==> config.mk <==
export PLATFORM = sky130hd
export DESIGN_NAME = load_store_queue
export DESIGN_NICKNAME = d
export VERILOG_FILES = /design/src/rtl/load_store_queue.sv
export SDC_FILE = /design/constraint.sdc
export NUM_CORES = 1
export LEC_CHECK = 0
export CORE_MARGIN = 10
export CORE_UTILIZATION = 62
export DETAILED_ROUTE_END_ITERATION = 7
export PLACE_DENSITY = 0.86
export SYNTH_ARGS = -nofsm -noshare
export SYNTH_HDL_FRONTEND = slang
export SYNTH_SLANG_ARGS = --single-unit
==> constraint.sdc <==
create_clock -name clk -period 7.6 [get_ports clk]
set_clock_uncertainty 0.2 [all_clocks]
set_input_delay 1.52 -clock clk [delete_from_list [all_inputs] [get_ports clk]]
set_output_delay 1.52 -clock clk [all_outputs]
set_load 0.05 [all_outputs]
==> src/rtl/load_store_queue.sv <==
// In-order load/store buffer: snoops the CDB for missing operands, issues head to the MMU.
// Ready op into empty queue issues next cycle; in_ready drops when full, head waits for mmu_ready.
module load_store_queue #(
  parameter int DEPTH    = 4,
  parameter int RSV_ID_W = 4,
  parameter int DATA_W   = 32,
  parameter int INSTR_W  = 6,
  parameter int CDB_W    = RSV_ID_W + DATA_W
) (
  input  logic                clk,
  input  logic                nrst,
  input  logic                in_valid,
  output logic                in_ready,
  input  logic [RSV_ID_W-1:0] in_rsv_id,
  input  logic [INSTR_W-1:0]  in_opcode,
  input  logic [DATA_W-1:0]   in_offset,
  input  logic [DATA_W-1:0]   in_base,
  input  logic                in_base_rdy,
  input  logic [RSV_ID_W-1:0] in_base_tag,
  input  logic [DATA_W-1:0]   in_data,
  input  logic                in_data_rdy,
  input  logic [RSV_ID_W-1:0] in_data_tag,
  input  logic [CDB_W-1:0]    cdb,
  input  logic                cdb_valid,
  output logic [RSV_ID_W-1:0] mmu_rsv_id,
  output logic                mmu_valid,
  output logic [DATA_W-1:0]   mmu_data,
  output logic [DATA_W-1:0]   mmu_address,
  output logic [INSTR_W-1:0]  mmu_opcode,
  input  logic                mmu_ready
);

  localparam int PTR_W = $clog2(DEPTH);
  localparam logic [PTR_W:0] FULL_CNT = (PTR_W+1)'(DEPTH);

  typedef struct packed {
    logic [RSV_ID_W-1:0] rsv_id;
    logic [INSTR_W-1:0]  opcode;
    logic [DATA_W-1:0]   offset;
    logic [DATA_W-1:0]   base;
    logic                base_rdy;
    logic [RSV_ID_W-1:0] base_tag;
    logic [DATA_W-1:0]   data;
    logic                data_rdy;
    logic [RSV_ID_W-1:0] data_tag;
  } entry_t;

  entry_t              q [DEPTH];
  entry_t              new_e;
  logic [PTR_W-1:0]    head;
  logic [PTR_W-1:0]    tail;
  logic [PTR_W:0]      count;
  logic [RSV_ID_W-1:0] cdb_tag;
  logic [DATA_W-1:0]   cdb_value;
  logic                enq;
  logic                deq;

  assign cdb_tag   = cdb[CDB_W-1 -: RSV_ID_W];
  assign cdb_value = cdb[DATA_W-1:0];

  assign in_ready    = (count != FULL_CNT);
  assign mmu_valid   = (count != '0) && q[head].base_rdy && q[head].data_rdy;
  assign mmu_rsv_id  = q[head].rsv_id;
  assign mmu_opcode  = q[head].opcode;
  assign mmu_data    = q[head].data;
  assign mmu_address = q[head].base + q[head].offset;

  assign enq = in_valid && in_ready;
  assign deq = mmu_valid && mmu_ready;

  // The entry being written this cycle must see the same CDB broadcast as resident entries.
  always_comb begin
    new_e          = '0;
    new_e.rsv_id   = in_rsv_id;
    new_e.opcode   = in_opcode;
    new_e.offset   = in_offset;
    new_e.base     = in_base;
    new_e.base_rdy = in_base_rdy;
    new_e.base_tag = in_base_tag;
    new_e.data     = in_data;
    new_e.data_rdy = in_data_rdy;
    new_e.data_tag = in_data_tag;
    if (cdb_valid && !in_base_rdy && (in_base_tag == cdb_tag)) begin
      new_e.base     = cdb_value;
      new_e.base_rdy = 1'b1;
    end
    if (cdb_valid && !in_data_rdy && (in_data_tag == cdb_tag)) begin
      new_e.data     = cdb_value;
      new_e.data_rdy = 1'b1;
    end
  end

  always_ff @(posedge clk or negedge nrst) begin
    if (!nrst) begin
      head  <= '0;
      tail  <= '0;
      count <= '0;
      for (int i = 0; i < DEPTH; i++) q[i] <= '0;
    end else begin
      for (int i = 0; i < DEPTH; i++) begin
        if (cdb_valid && !q[i].base_rdy && (q[i].base_tag == cdb_tag)) begin
          q[i].base     <= cdb_value;
          q[i].base_rdy <= 1'b1;
        end
        if (cdb_valid && !q[i].data_rdy && (q[i].data_tag == cdb_tag)) begin
          q[i].data     <= cdb_value;
          q[i].data_rdy <= 1'b1;
        end
      end
      if (enq) begin
        q[tail] <= new_e;
        tail    <= tail + 1'b1;
      end
      if (deq) head <= head + 1'b1;
      case ({enq, deq})
        2'b10:   count <= count + 1'b1;
        2'b01:   count <= count - 1'b1;
        default: count <= count;
      endcase
    end
  end

endmodule
---- Word-level counts from Yosys, hierarchy flattened ----
Cells that the tools add are included.
storage, ports and cells
  bits in registers ....................... 471
  input bits .............................. 157
  output and inout bits ................... 76
cells by class
  add/sub/neg operators ................... 5
  order comparisons ....................... 3
  eq/ne operators ......................... 13
  muxes and demuxes ....................... 18
  bitwise gates (word level) .............. 2
  reductions and logical operators ........ 37
operators with widths
  kind                                                         number
  bitwise mux 464 bit                                          1
  two-way mux 422 bit                                          1
  two-way mux 116 bit                                          3
  two-way mux 33 bit                                           10
  binary-select mux 116 bit (select 2 bit)                     1
  demux 116 bit (select 2 bit)                                 1
  equality test 4 bit                                          10
  adder 32 bit                                                 1
  logical AND 1 bit                                            25
  logical NOT 1 bit                                            10
  >= comparator 3 bit (second input constant)                  2
  NOT 2 -> 3 bit                                               2
  case mux 3 bit (2 select lines)                              1
  adder 2 x 1 -> 2 bit (second input constant)                 2
  adder 3 x 1 -> 3 bit (second input constant)                 1
  less-than comparator 3 x 1 -> 1 bit (second input constant)  1
  != test 3 bit (second input constant)                        1
  nonzero test 3 bit                                           1
  subtractor 3 x 1 -> 3 bit (second input constant)            1
  equality test 2 x 1 -> 1 bit (second input constant)         1
  equality test 2 bit (second input constant)                  1
  nonzero test 2 bit                                           1

---- Depth between registers and ports, before layout ----
  depth in word-level cells ............... 9
  gate-level depth with buffers ........... 13
  depth with buffers taken out ............ 11

---- Worst setup path before layout ----
Ideal clock, no wire load.
  path type ............................... register to output
  from .................................... register head[0]
  to ...................................... output mmu_address[17]
  arrival time ............................ 5.060 ns
  setup slack ............................. 0.820 ns
  stages on the path, launching flop included .. 11
  buffers on the path ..................... 2
  cells stage by stage .................... dfrtp_1 clkbuf_1 buf_1 mux4_2 ha_1 and2_1 a221oi_1 a211oi_2 o211ai_1 a21boi_0 o311ai_0
on the way
  word-level cells in the longest chain between the ends .. 5
RTL lines
  item                                                     RTL line  RTL
  start, declared                                          50        logic [PTR_W-1:0] head;
  start signal, assigned                                   114       if (deq) head <= head + 1'b1;
  NOT 2 -> 3 bit (implied by the code)                     66        assign mmu_address = q[head].base + q[head].offset;
  binary-select mux 116 bit (select 2 bit)                 66
  two-way mux 116 bit (implied by the code) (2 in series)  66
  adder 32 bit                                             66
  end, declared                                            28        output logic [DATA_W-1:0] mmu_address,
No other way between the ends. The select of a mux whose other input is x is not followed.

---- Worst setup path in the final report ----
  from .................................... register head[0]
  to ...................................... output mmu_address[30]
Same word-level chain as after synthesis.

==> reports/metrics.yaml <==
die_y_um: 213
clkTransAtPathRegs_ns: 0.06
tns_ns: 0
netlist-cell-type-count: 68
netlist_area_um2: 23000
hpwlAfterDp_um: 46400
row_count: 70
routed_wl_um: 72000
grt_pass1_vias: 19700
first_pass_iters: 8
critPathKind: "flip-flop to output port"
postCtsHoldBufs: 0
critPathMaxFanout: 23
cp-start-kind: "flip-flop"
clock_sinks: 471
r2r-end: "count[2]$_DFFE_PN0P_"
r2r_start: "head[0]$_DFFE_PN0N_"
fin_crit_sh: 0.959
cts_tree: "yes"
grt_max_degree: 162
cts_setup_buffers: 0
yosysMostFrequentCell: "dfrtp_1"
io_pins: 233
avgViaCountPerCell: 7.14
root_buffer: "clkbuf_16"
wl_per_cell_um: 27.6
drv_slew: 0
reg2reg_depth: 12
finalNetCount: 2303
synth-async-reset-ratio: 1.00
die_w_um: 213
drc: 0
antenna_found_initial: 7
synth_seq_cells: 471
gp_congestion: 0.965
grt_usage: 0.317
core-area_um2: 36600
cts_resized: 0
netlist_instances: 1948
numCtsBuffers: 49
maxCapViolCount: 0
ant_nets: 0
critPathArrivalTime_ns: 5.57
fmax_mhz: 137
tightestPinTransition_ns: 1.03
setup_violations: 0
end_kind: "output port"
num_vias: 18700
min_to: "q[270]$_DFFE_PN0P_"
ys_top_cells_by_count: "dfrtp_1 (471), a21oi_1 (251), o22ai_1 (230)"
die_area_um2: 45200
synth_area_leader_cell: "dfrtp_1"
area_delta_synth_final_pct: 17.8
synth_nets: 2143
final_hold_viol_count: 0
grt_overflow_total: 0
ff2ff_setup_slack_ns: 3.73
min_period_ns: 7.29
netlist.area_leader.share: 0.512
worstHoldStart: "q[270]$_DFFE_PN0P_"
grt_pass1_wl_um: 111000
htree_levels: 2
synthTopCellsByArea: "dfrtp_1 (51%), mux4_2 (10%), mux2_2 (9.0%)"
worst_hold_path_type: "flip-flop to flip-flop"
port_buffers: 232
drtIter0Drc: 2607
synth_warnings: 0
synth-seq-area-share: 0.512
ys.flop_type: "dfrtp_1"
clk_latency_ns: 0.58
rsz0062_at_grt: "no"
start_util: 0.628
status: "completed"
synth_edf_count: 0
drive_gt1_frac: 0.200
maxSlewHeadroom: 0.315
holdPathStages: 2
cts_buffer_depth: 3
avgSynthCellArea_um2: 11.8
crit_required_ns: 5.88
## per-stage QoR
step	setup WS [ns]	cell area, µm²	util	std cells	hold slack [ns]
6_report	0.314	27100	0.740	2612	0.283
5_1_grt	0.0367	27100	0.740	2612	0.309
4_1_cts	0.286	27100	0.740	2610	0.284
3_5_place_dp	0.934	25500	0.697	2525	0.271
3_3_place_gp	0.928	25500	0.697	2525	0.262
2_1_floorplan	0.820	23000	-	1948	0.250
## sequential cells by signal, indices dropped and copies added, names as in the netlist
signal / cells
tail: 2
count: 3
head: 2
q: 464
## cells by family (layout without fill, tap and decap cells)
family / Yosys count / count (layout) / synth area share
AO/OA/AOI/OAI: 641 / 641 / 0.166
flip-flops: 471 / 471 / 0.512
multiplexers: 290 / 290 / 0.193
AND/OR/NAND/NOR: 247 / 247 / 0.0482
buffers and inverters: 213 / 407 / 0.0409
XOR/XNOR: 48 / 48 / 0.0183
adder cells (fa/ha/maj): 38 / 38 / 0.0213
other: 0 / 2 / 0
## how the worst max path moves through the flow
| stage | from | endpoint | slack, ns | depth (start not counted) |
|---|---|---|---|---|
| final | head[0]$_DFFE_PN0N_ | mmu_address[30] | 0.31 | 11 |
| after global routing | head[0]$_DFFE_PN0N_ | mmu_address[30] | 0.04 | 10 |
| after CTS | head[0]$_DFFE_PN0N_ | mmu_address[31] | 0.29 | 11 |
| after detailed placement | head[0]$_DFFE_PN0N_ | mmu_address[30] | 0.93 | 11 |
| after global placement | head[0]$_DFFE_PN0N_ | mmu_address[30] | 0.93 | 11 |
| after floorplan | head[0]$_DFFE_PN0N_ | mmu_address[17] | 0.82 | 10 |
## per-layer routing
metal / vias to the layer above / global-route usage / part of all wire
li1: 7671 / - / -
met1: 9364 / 0.396 / 0.36
met2: 1365 / 0.514 / 0.48
met3: 249 / 0.0763 / 0.11
met4: 10 / 0.148 / 0.044
met5: - / 0 / 0.00089
## placed cells by master, fill, tap and decap left out, types with 4 or more instances in the layout
| cell | netlist | routed |
|---|---|---|
| nand3_1 | 12 | 12 |
| o21ai_2 | 1 | 8 |
| nand2_2 | 0 | 7 |
| dfrtp_1 | 471 | 469 |
| nor2b_1 | 5 | 5 |
| clkbuf_8 | 1 | 12 |
| a21o_1 | 12 | 12 |
| nand2b_1 | 6 | 6 |
| nor3_1 | 12 | 12 |
| mux2_2 | 183 | 183 |
| o21ai_0 | 41 | 40 |
| nor2_1 | 28 | 27 |
| a211oi_1 | 4 | 4 |
| clkinv_2 | 0 | 8 |
| buf_4 | 2 | 21 |
| a21oi_1 | 251 | 251 |
| xor2_1 | 18 | 18 |
| nand2_1 | 145 | 138 |
| clkdlybuf4s50_1 | 0 | 231 |
| a21boi_0 | 6 | 6 |
| and3_1 | 7 | 7 |
| a31oi_1 | 9 | 8 |
| xnor2_1 | 30 | 30 |
| mux4_2 | 105 | 105 |
| or2_2 | 7 | 7 |
| ha_1 | 36 | 36 |
| and2_2 | 2 | 6 |
| o211ai_1 | 11 | 11 |
| clkbuf_1 | 43 | 9 |
| clkbuf_16 | 0 | 50 |
| o22ai_1 | 230 | 230 |
| a222oi_1 | 6 | 6 |
| and2_1 | 7 | 4 |
| a22oi_1 | 32 | 32 |
| inv_1 | 66 | 66 |
## critical path: stages (launching register included)
cell,delay (ns)
dfrtp_4,0.73
mux4_2,0.58
ha_1,0.27
fa_1,0.49
a211o_1,0.34
a21oi_1,0.28
or4_1,0.25
a21boi_0,0.12
o21ai_0,0.56
a2111oi_0,0.22
a211oi_1,0.26
clkdlybuf4s50_1,0.88
## final cells by class
| class | count | area (µm²) |
|---|---|---|
| sequential | 471 | 11800 |
| timing repair buffer | 255 | 2520 |
| antenna | 2 | 5.00 |
| clock inverter | 14 | 139 |
| inverter | 67 | 251 |
| clock buffer | 71 | 1450 |
| multi-input combinational | 1264 | 10300 |
| fill | 2364 | 9520 |
| tap | 468 | 586 |
Power is left out: the tool's default activity adds up to more than one toggle a clock period on the data nets, which glitch-free logic cannot reach.
